### config.mk
export PLATFORM = sky130hd
export DESIGN_NAME = uart_tx_mmio
export DESIGN_NICKNAME = d
export VERILOG_FILES = /design/src/rtl/mmio_pkg.sv /design/src/rtl/fifo_sync.sv /design/src/rtl/uart_tx_mmio.sv
export SDC_FILE = /design/constraint.sdc
export NUM_CORES = 1
export LEC_CHECK = 0
export ABC_AREA = 1
export ABC_CLOCK_PERIOD_IN_PS = 1900
export BUFFER_PORTS_ARGS = -buffer_cell sky130_fd_sc_hd__buf_2
export CORE_MARGIN = 2
export CORE_UTILIZATION = 30
export CTS_BUF_LIST = sky130_fd_sc_hd__clkbuf_4 sky130_fd_sc_hd__clkbuf_8
export DETAILED_ROUTE_END_ITERATION = 10
export GPL_ROUTABILITY_DRIVEN = 1
export PLACE_DENSITY_LB_ADDON = 0.05
export SLEW_MARGIN = 25
export SYNTH_ARGS = -nofsm -noshare
export SYNTH_HDL_FRONTEND = slang
export SYNTH_SLANG_ARGS = --single-unit
### constraint.sdc
create_clock -name clk -period 1.9 [get_ports clk]
set_input_delay 0.19 -clock clk [delete_from_list [all_inputs] [get_ports clk]]
set_output_delay 0.19 -clock clk [all_outputs]
set_load 0.05 [all_outputs]
### src/rtl/mmio_pkg.sv
// Shared definitions for memory-mapped peripherals: register offsets, STATUS layout
// and the UART transmitter state encoding.
package mmio_pkg;

  localparam logic DATA_OFFSET   = 1'b0;
  localparam logic STATUS_OFFSET = 1'b1;

  localparam int unsigned STATUS_BUSY_BIT  = 0;
  localparam int unsigned STATUS_FULL_BIT  = 1;
  localparam int unsigned STATUS_EMPTY_BIT = 2;
  localparam int unsigned STATUS_OVF_BIT   = 3;
  localparam int unsigned STATUS_CNT_LSB   = 4;
  localparam int unsigned STATUS_CNT_W     = 4;

  typedef struct packed {
    logic [23:0] reserved;
    logic [3:0]  count;
    logic        overflow;
    logic        empty;
    logic        full;
    logic        busy;
  } uart_status_t;

  typedef enum logic [1:0] {
    UART_IDLE  = 2'd0,
    UART_START = 2'd1,
    UART_DATA  = 2'd2,
    UART_STOP  = 2'd3
  } uart_tx_state_t;

endpackage

### src/rtl/fifo_sync.sv
// Single-clock FIFO; pointers wrap mod DEPTH, a push into a full FIFO is accepted
// only when a pop happens in the same cycle.
module fifo_sync #(
  parameter int unsigned WIDTH = 8,
  parameter int unsigned DEPTH = 8
) (
  input  logic                     clk,
  input  logic                     reset,
  input  logic                     push,
  input  logic                     pop,
  input  logic [WIDTH-1:0]         wdata,
  output logic [WIDTH-1:0]         head_c,
  output logic                     full_c,
  output logic                     empty_c,
  output logic [$clog2(DEPTH):0]   count
);

  localparam int unsigned PTR_W = $clog2(DEPTH);
  localparam int unsigned CNT_W = PTR_W + 1;

  logic [WIDTH-1:0] mem [DEPTH];
  logic [PTR_W-1:0] wr_ptr;
  logic [PTR_W-1:0] rd_ptr;
  logic             do_push;
  logic             do_pop;

  assign full_c  = (count == CNT_W'(DEPTH));
  assign empty_c = (count == '0);
  assign do_pop  = pop && !empty_c;
  assign do_push = push && (!full_c || do_pop);
  assign head_c  = mem[rd_ptr];

  always_ff @(posedge clk) begin
    if (reset) begin
      wr_ptr <= '0;
      rd_ptr <= '0;
      count  <= '0;
    end else begin
      if (do_push) wr_ptr <= wr_ptr + PTR_W'(1);
      if (do_pop)  rd_ptr <= rd_ptr + PTR_W'(1);
      case ({do_push, do_pop})
        2'b10:   count <= count + CNT_W'(1);
        2'b01:   count <= count - CNT_W'(1);
        default: count <= count;
      endcase
    end
  end

  // Storage carries no reset; only the pointers define validity.
  always_ff @(posedge clk) begin
    if (do_push) mem[wr_ptr] <= wdata;
  end

endmodule

### src/rtl/uart_tx_mmio.sv
// Memory-mapped 8N1 UART transmitter: DATA pushes bytes into a TX FIFO, STATUS reports
// FIFO/FSM state and a sticky overflow flag; reads are registered one cycle after address.
module uart_tx_mmio
  import mmio_pkg::*;
#(
  parameter logic [31:0] BASE_MEMORY  = 32'hFFFF_FFE0,
  parameter logic [31:0] TOP_MEMORY   = 32'hFFFF_FFE7,
  parameter int unsigned CLKS_PER_BIT = 104,
  parameter int unsigned FIFO_DEPTH   = 8
) (
  input  logic        clk,
  input  logic        reset,
  input  logic [31:0] memAddress,
  input  logic [31:0] memWriteData,
  input  logic        memWrite,
  input  logic [3:0]  byteMask,
  output logic [31:0] memReadData,
  output logic        tx
);

  localparam int unsigned TIMER_W = $clog2(CLKS_PER_BIT);
  localparam int unsigned CNT_W   = $clog2(FIFO_DEPTH) + 1;
  localparam logic [TIMER_W-1:0] TIMER_LAST = TIMER_W'(CLKS_PER_BIT - 1);

  logic               hit;
  logic               offset;
  logic               push_req;
  logic               clr_req;
  logic               pop;
  logic [7:0]         fifo_head;
  logic               fifo_full;
  logic               fifo_empty;
  logic [CNT_W-1:0]   fifo_count;
  logic [31:0]        count_wide;
  logic               overflow;
  uart_status_t       status;

  uart_tx_state_t     state;
  uart_tx_state_t     next_state;
  logic [TIMER_W-1:0] bit_timer;
  logic [TIMER_W-1:0] bit_timer_d;
  logic [2:0]         bit_idx;
  logic [2:0]         bit_idx_d;
  logic [7:0]         shift;
  logic [7:0]         shift_d;
  logic               tx_d;
  logic               timer_done;
  logic               unused_bits;

  assign hit      = (memAddress >= BASE_MEMORY) && (memAddress <= TOP_MEMORY);
  assign offset   = memAddress[2];
  assign push_req = memWrite && hit && (offset == DATA_OFFSET) && byteMask[0];
  assign clr_req  = memWrite && hit && (offset == STATUS_OFFSET) && byteMask[0]
                    && memWriteData[STATUS_OVF_BIT];
  assign pop      = (state == UART_IDLE) && !fifo_empty;
  assign timer_done = (bit_timer == TIMER_LAST);
  assign unused_bits = &{1'b0, memWriteData[31:8], byteMask[3:1]};

  fifo_sync #(
    .WIDTH (8),
    .DEPTH (FIFO_DEPTH)
  ) u_fifo (
    .clk     (clk),
    .reset   (reset),
    .push    (push_req),
    .pop     (pop),
    .wdata   (memWriteData[7:0]),
    .head_c  (fifo_head),
    .full_c  (fifo_full),
    .empty_c (fifo_empty),
    .count   (fifo_count)
  );

  // Sticky overflow: a dropped byte wins over a clear in the same cycle.
  always_ff @(posedge clk) begin
    if (reset) begin
      overflow <= 1'b0;
    end else if (push_req && fifo_full && !pop) begin
      overflow <= 1'b1;
    end else if (clr_req) begin
      overflow <= 1'b0;
    end
  end

  assign count_wide = 32'(fifo_count);

  always_comb begin
    status          = '0;
    status.busy     = (state != UART_IDLE);
    status.full     = fifo_full;
    status.empty    = fifo_empty;
    status.overflow = overflow;
    status.count    = (count_wide > 32'd15) ? 4'hF : count_wide[3:0];
  end

  always_ff @(posedge clk) begin
    if (reset) begin
      memReadData <= '0;
    end else if (hit && (offset == STATUS_OFFSET)) begin
      memReadData <= status;
    end else begin
      memReadData <= '0;
    end
  end

  always_ff @(posedge clk) begin
    if (reset) state <= UART_IDLE;
    else       state <= next_state;
  end

  always_comb begin
    next_state = state;
    case (state)
      UART_IDLE:  if (!fifo_empty) next_state = UART_START;
      UART_START: if (timer_done)  next_state = UART_DATA;
      UART_DATA:  if (timer_done && (bit_idx == 3'd7)) next_state = UART_STOP;
      UART_STOP:  if (timer_done)  next_state = UART_IDLE;
      default:    next_state = UART_IDLE;
    endcase
  end

  // tx is derived from the next state so the line changes on the same edge as the state.
  always_comb begin
    shift_d     = shift;
    bit_timer_d = '0;
    bit_idx_d   = '0;
    tx_d        = 1'b1;
    if (pop) shift_d = fifo_head;
    if (state != UART_IDLE) bit_timer_d = timer_done ? '0 : bit_timer + TIMER_W'(1);
    if (state == UART_DATA) begin
      bit_idx_d = timer_done ? bit_idx + 3'd1 : bit_idx;
      if (timer_done) shift_d = {1'b0, shift[7:1]};
    end
    case (next_state)
      UART_START: tx_d = 1'b0;
      UART_DATA:  tx_d = shift_d[0];
      default:    tx_d = 1'b1;
    endcase
  end

  always_ff @(posedge clk) begin
    if (reset) begin
      tx        <= 1'b1;
      shift     <= '0;
      bit_timer <= '0;
      bit_idx   <= '0;
    end else begin
      tx        <= tx_d;
      shift     <= shift_d;
      bit_timer <= bit_timer_d;
      bit_idx   <= bit_idx_d;
    end
  end

endmodule

==> results.md <==
* Hold Path End: u_fifo.mem[2][0]
* CTS root buf: clkbuf_8
* Vert. Die Dim at 127 um
* First-pass GRT wire length at 16200 um
* Unrepaired setup endpoints after global routing: yes
* Core area at 15000 um^2
* Min-delay worst type: primary input to register
* Worst-Margin Slew at ~0.5 ns
* Post-CTS setup repair buffer count at 0
* Synth warnings at 0
* CP max FO at 8
* Post-route clock period utilization at 0.955
* Drt drc at 0
* Post-synth cell types at 33
* CTS tree: done
* Final hold slack at 0.0685 ns
* GRT Residual Overflow at 0
* M3 GR Usage at 0.0389
* Mapped Area at 4550 um^2
* Initial antenna violation count at 0
* M1 GR Usage at 0.160
* Hold Path Cell Cnt at 1
* Synth Instances at between 400 and 500
* DR WL/cell at about 14 um
* R2R setup slack at 0.08 ns
* DR vias/cell at 4.40
* Top Ports at 104
* Maximum buffer depth of the clock tree at 2
* Initial DRC Count at 135
* GRT Max-Usage Layer: met2
* Leakage at around 2.1 nW
* Area of the die at approximately 16000 um^2
* Sink Count at 107
* Final Hold Vio Count at 0
* Post-synthesis sequential area ratio at 0.612
* Max_cap viols at 0
* Largest net degree at the start of global routing at 19
* Worst EP required at 1.99 ns
* Initial Utilization at 0.303
* First drt pass iteration count at 4
* Total CTS buffers at 9
* Row count at 45
* Clk_skew at 0.0140 ns
* Layout cell share with drive strength beyond 1 at 0.220
* Worst reg2reg endpoint: u_fifo.mem[7][2]
* WP buf/inv at 4
* Critical Path Sink Type: register
* F_max at 0.551 GHz
* Worst flop-to-flop path startpoint: u_fifo.count[2]
* Setup WS pre-CTS at -0.118 ns
* Antenna-violating nets left at 0
* GRT Util Overall at 0.134
* Commonest non-fill, non-tap cell in the layout: nor2_1
* Routability Congestion at ~0.74
* Syn_area_per_cell at just over 10 um^2
* Vias at roughly 3200
* Fin util at 0.355
* Max stage delay on crit path at roughly 0.36 ns
* Most frequent cells in the layout: nor2_1 (79), edfxtp_1 (64), nand2_1 (53), buf_2 (50), o21ai_0 (46)
* Setup TNS at 0 ns
* Worst Setup SP: u_fifo.count[2]
* CP Cell Sequence: inv_1 > buf_4 > nand4_1 > inv_1 > nor2_8 > nand2_1 > nor3_1 > buf_4
* Fillers at about 1500
* Worst Min Path Start: memWriteData[0]
* Worst setup SP type: register
* Fin worst setup slack at 0.0848 ns
* Maximum VDD drop at roughly 0.6 mV
* Clock H-tree levels at 3
* GR Layer Usage met2 at 0.231
* Worst skew pair latency at 0.39 ns
* Number of diodes at 0
* Vias in the first global route at 3119
* P per Cell Area at approximately 1200 nW/um^2
* Crit path kind: register to register
* Total Wirelength at about 10000 um
* R2R cell count at 8
* Slew headroom at 0.667
* Area grow syn2layout at 17.5%
* Clk slew on worst S/H paths at 0.11 ns
* I/O Buffers at 50
* Status: completed
* Post-DP HPWL at 6760 um
* Family with the most delay on the worst path: buffers and inverters
* Final Setup Violations at 0
* Post-layout nets at between 600 and 700
* CP Data Arrival Time at 1.91 ns
* Min Tclk post-route at 1.82 ns
* Post-synthesis register bit count at 107
* Slowest-stage cell, CP: dfxtp_2
* Die W at 127 um
* Slew Viols, Final at 0
-- cell families (layout without fill, tap and decap cells) --
logic type      after synthesis  count (layout)  share of synthesized area
xor+xnor                      3               3                    0.00578
fa+ha+maj                     8               8                     0.0237
compound gates               90              90                      0.114
flops                       107             107                      0.612
buf+inv                      69             125                     0.0792
simple gates                174             174                      0.165
other cells                   1              24                   0.000825
-- per-stage QoR --
step	power (mW)	instance area (um^2)	std cells
floorplan	4.12	4630	475
global placement	4.77	5100	704
detailed placement	4.76	5100	704
CTS	6.21	5300	719
global route	6.67	5340	719
finish	6.18	5340	719
-- worst register-to-register path: cells and delay by family (launching register included) --
family	cells	cell delay [ns]
flip-flops	1	0.36
buffers and inverters	4	0.59
AND/OR/NAND/NOR	4	0.57
-- worst max-delay path by stage --
| stage | end | slack, ns | cells past startpoint |
|---|---|---|---|
| after floorplan | u_fifo.mem[5][0] | -0.1 | 10 |
| after global placement | u_fifo.count[3] | -0.11 | 17 |
| after detailed placement | u_fifo.count[3] | -0.12 | 17 |
| after CTS | u_fifo.count[3] | 0.04 | 13 |
| after global routing | u_fifo.count[3] | -0.06 | 14 |
| final | u_fifo.mem[7][2] | 0.08 | 8 |
-- layout make-up --
| cell class | count | area (um^2) | share of cell area |
|---|---|---|---|
| clock buffers | 9 | 124 | 0.0232 |
| flip-flops and latches | 107 | 2790 | 0.521 |
| clock inverters | 6 | 72.6 | 0.0136 |
| well taps | 188 | 235 | 0.0440 |
| multi-input cells | 299 | 1530 | 0.287 |
| inverters | 29 | 109 | 0.0204 |
| repair buffers | 81 | 483 | 0.0904 |
-- flip-flops by register name, summed over array words and instances (netlist names), named ones only --
| register | count |
|---|---|
| u_fifo.rd_ptr | 3 |
| u_fifo.count | 4 |
| u_fifo.mem | 64 |
| bit_timer | 7 |
| state | 2 |
| overflow | 1 |
| u_fifo.wr_ptr | 3 |
| memReadData | 8 |
| bit_idx | 3 |
| tx | 1 |
| shift | 8 |
-- report_power, final --
group | switching, mW | internal [mW]
logic | 1.27 | 0.733
clock network | 0.802 | 0.621
registers | 0.108 | 2.64
total | 2.18 | 4.00
-- synth_stat cells --
cell	count	area, um^2
dfxtp_1	43	861
a21oi_1	13	65.1
or2_2	2	12.5
o221ai_1	6	52.6
a31oi_1	6	37.5
nor2_4	1	11.3
o211ai_1	10	75.1
nand2_4	1	11.3
nand4_1	4	25.0
o21ai_0	46	230
a211oi_1	1	7.51
xor2_1	2	17.5
edfxtp_1	64	1920
nand2_1	54	203
nor2_2	3	18.8
inv_1	28	105
fa_1	1	20.0
nor2_1	81	304
o22ai_1	7	43.8
nor4_1	1	6.26
ha_1	7	87.6
nand3_1	11	55.1
buf_4	24	180
xnor2_1	1	8.76
nor3_1	10	50.1
and3_1	3	18.8
conb_1	1	3.75
nand2_2	2	12.5
clkbuf_1	7	26.3
clkinv_1	1	3.75
a21boi_1	1	7.51
nor2_8	1	20.0
buf_2	9	45.0
-- timing repair --
item | 4_1_cts | 5_1_grt
pin swaps | 0 | 2
resized for setup | 1 | 10
hold buffers | 0 | 0
setup endpoints to repair | 1 | 61
-- metal layers --
layer / part of all wire / up-vias
li1: - / 1652
met1: 0.45 / 1449
met4: 0.016 / 0
met2: 0.49 / 54
met5: 0 / -
met3: 0.042 / 11
No activity file was read; power rests on OpenSTA's default activity.
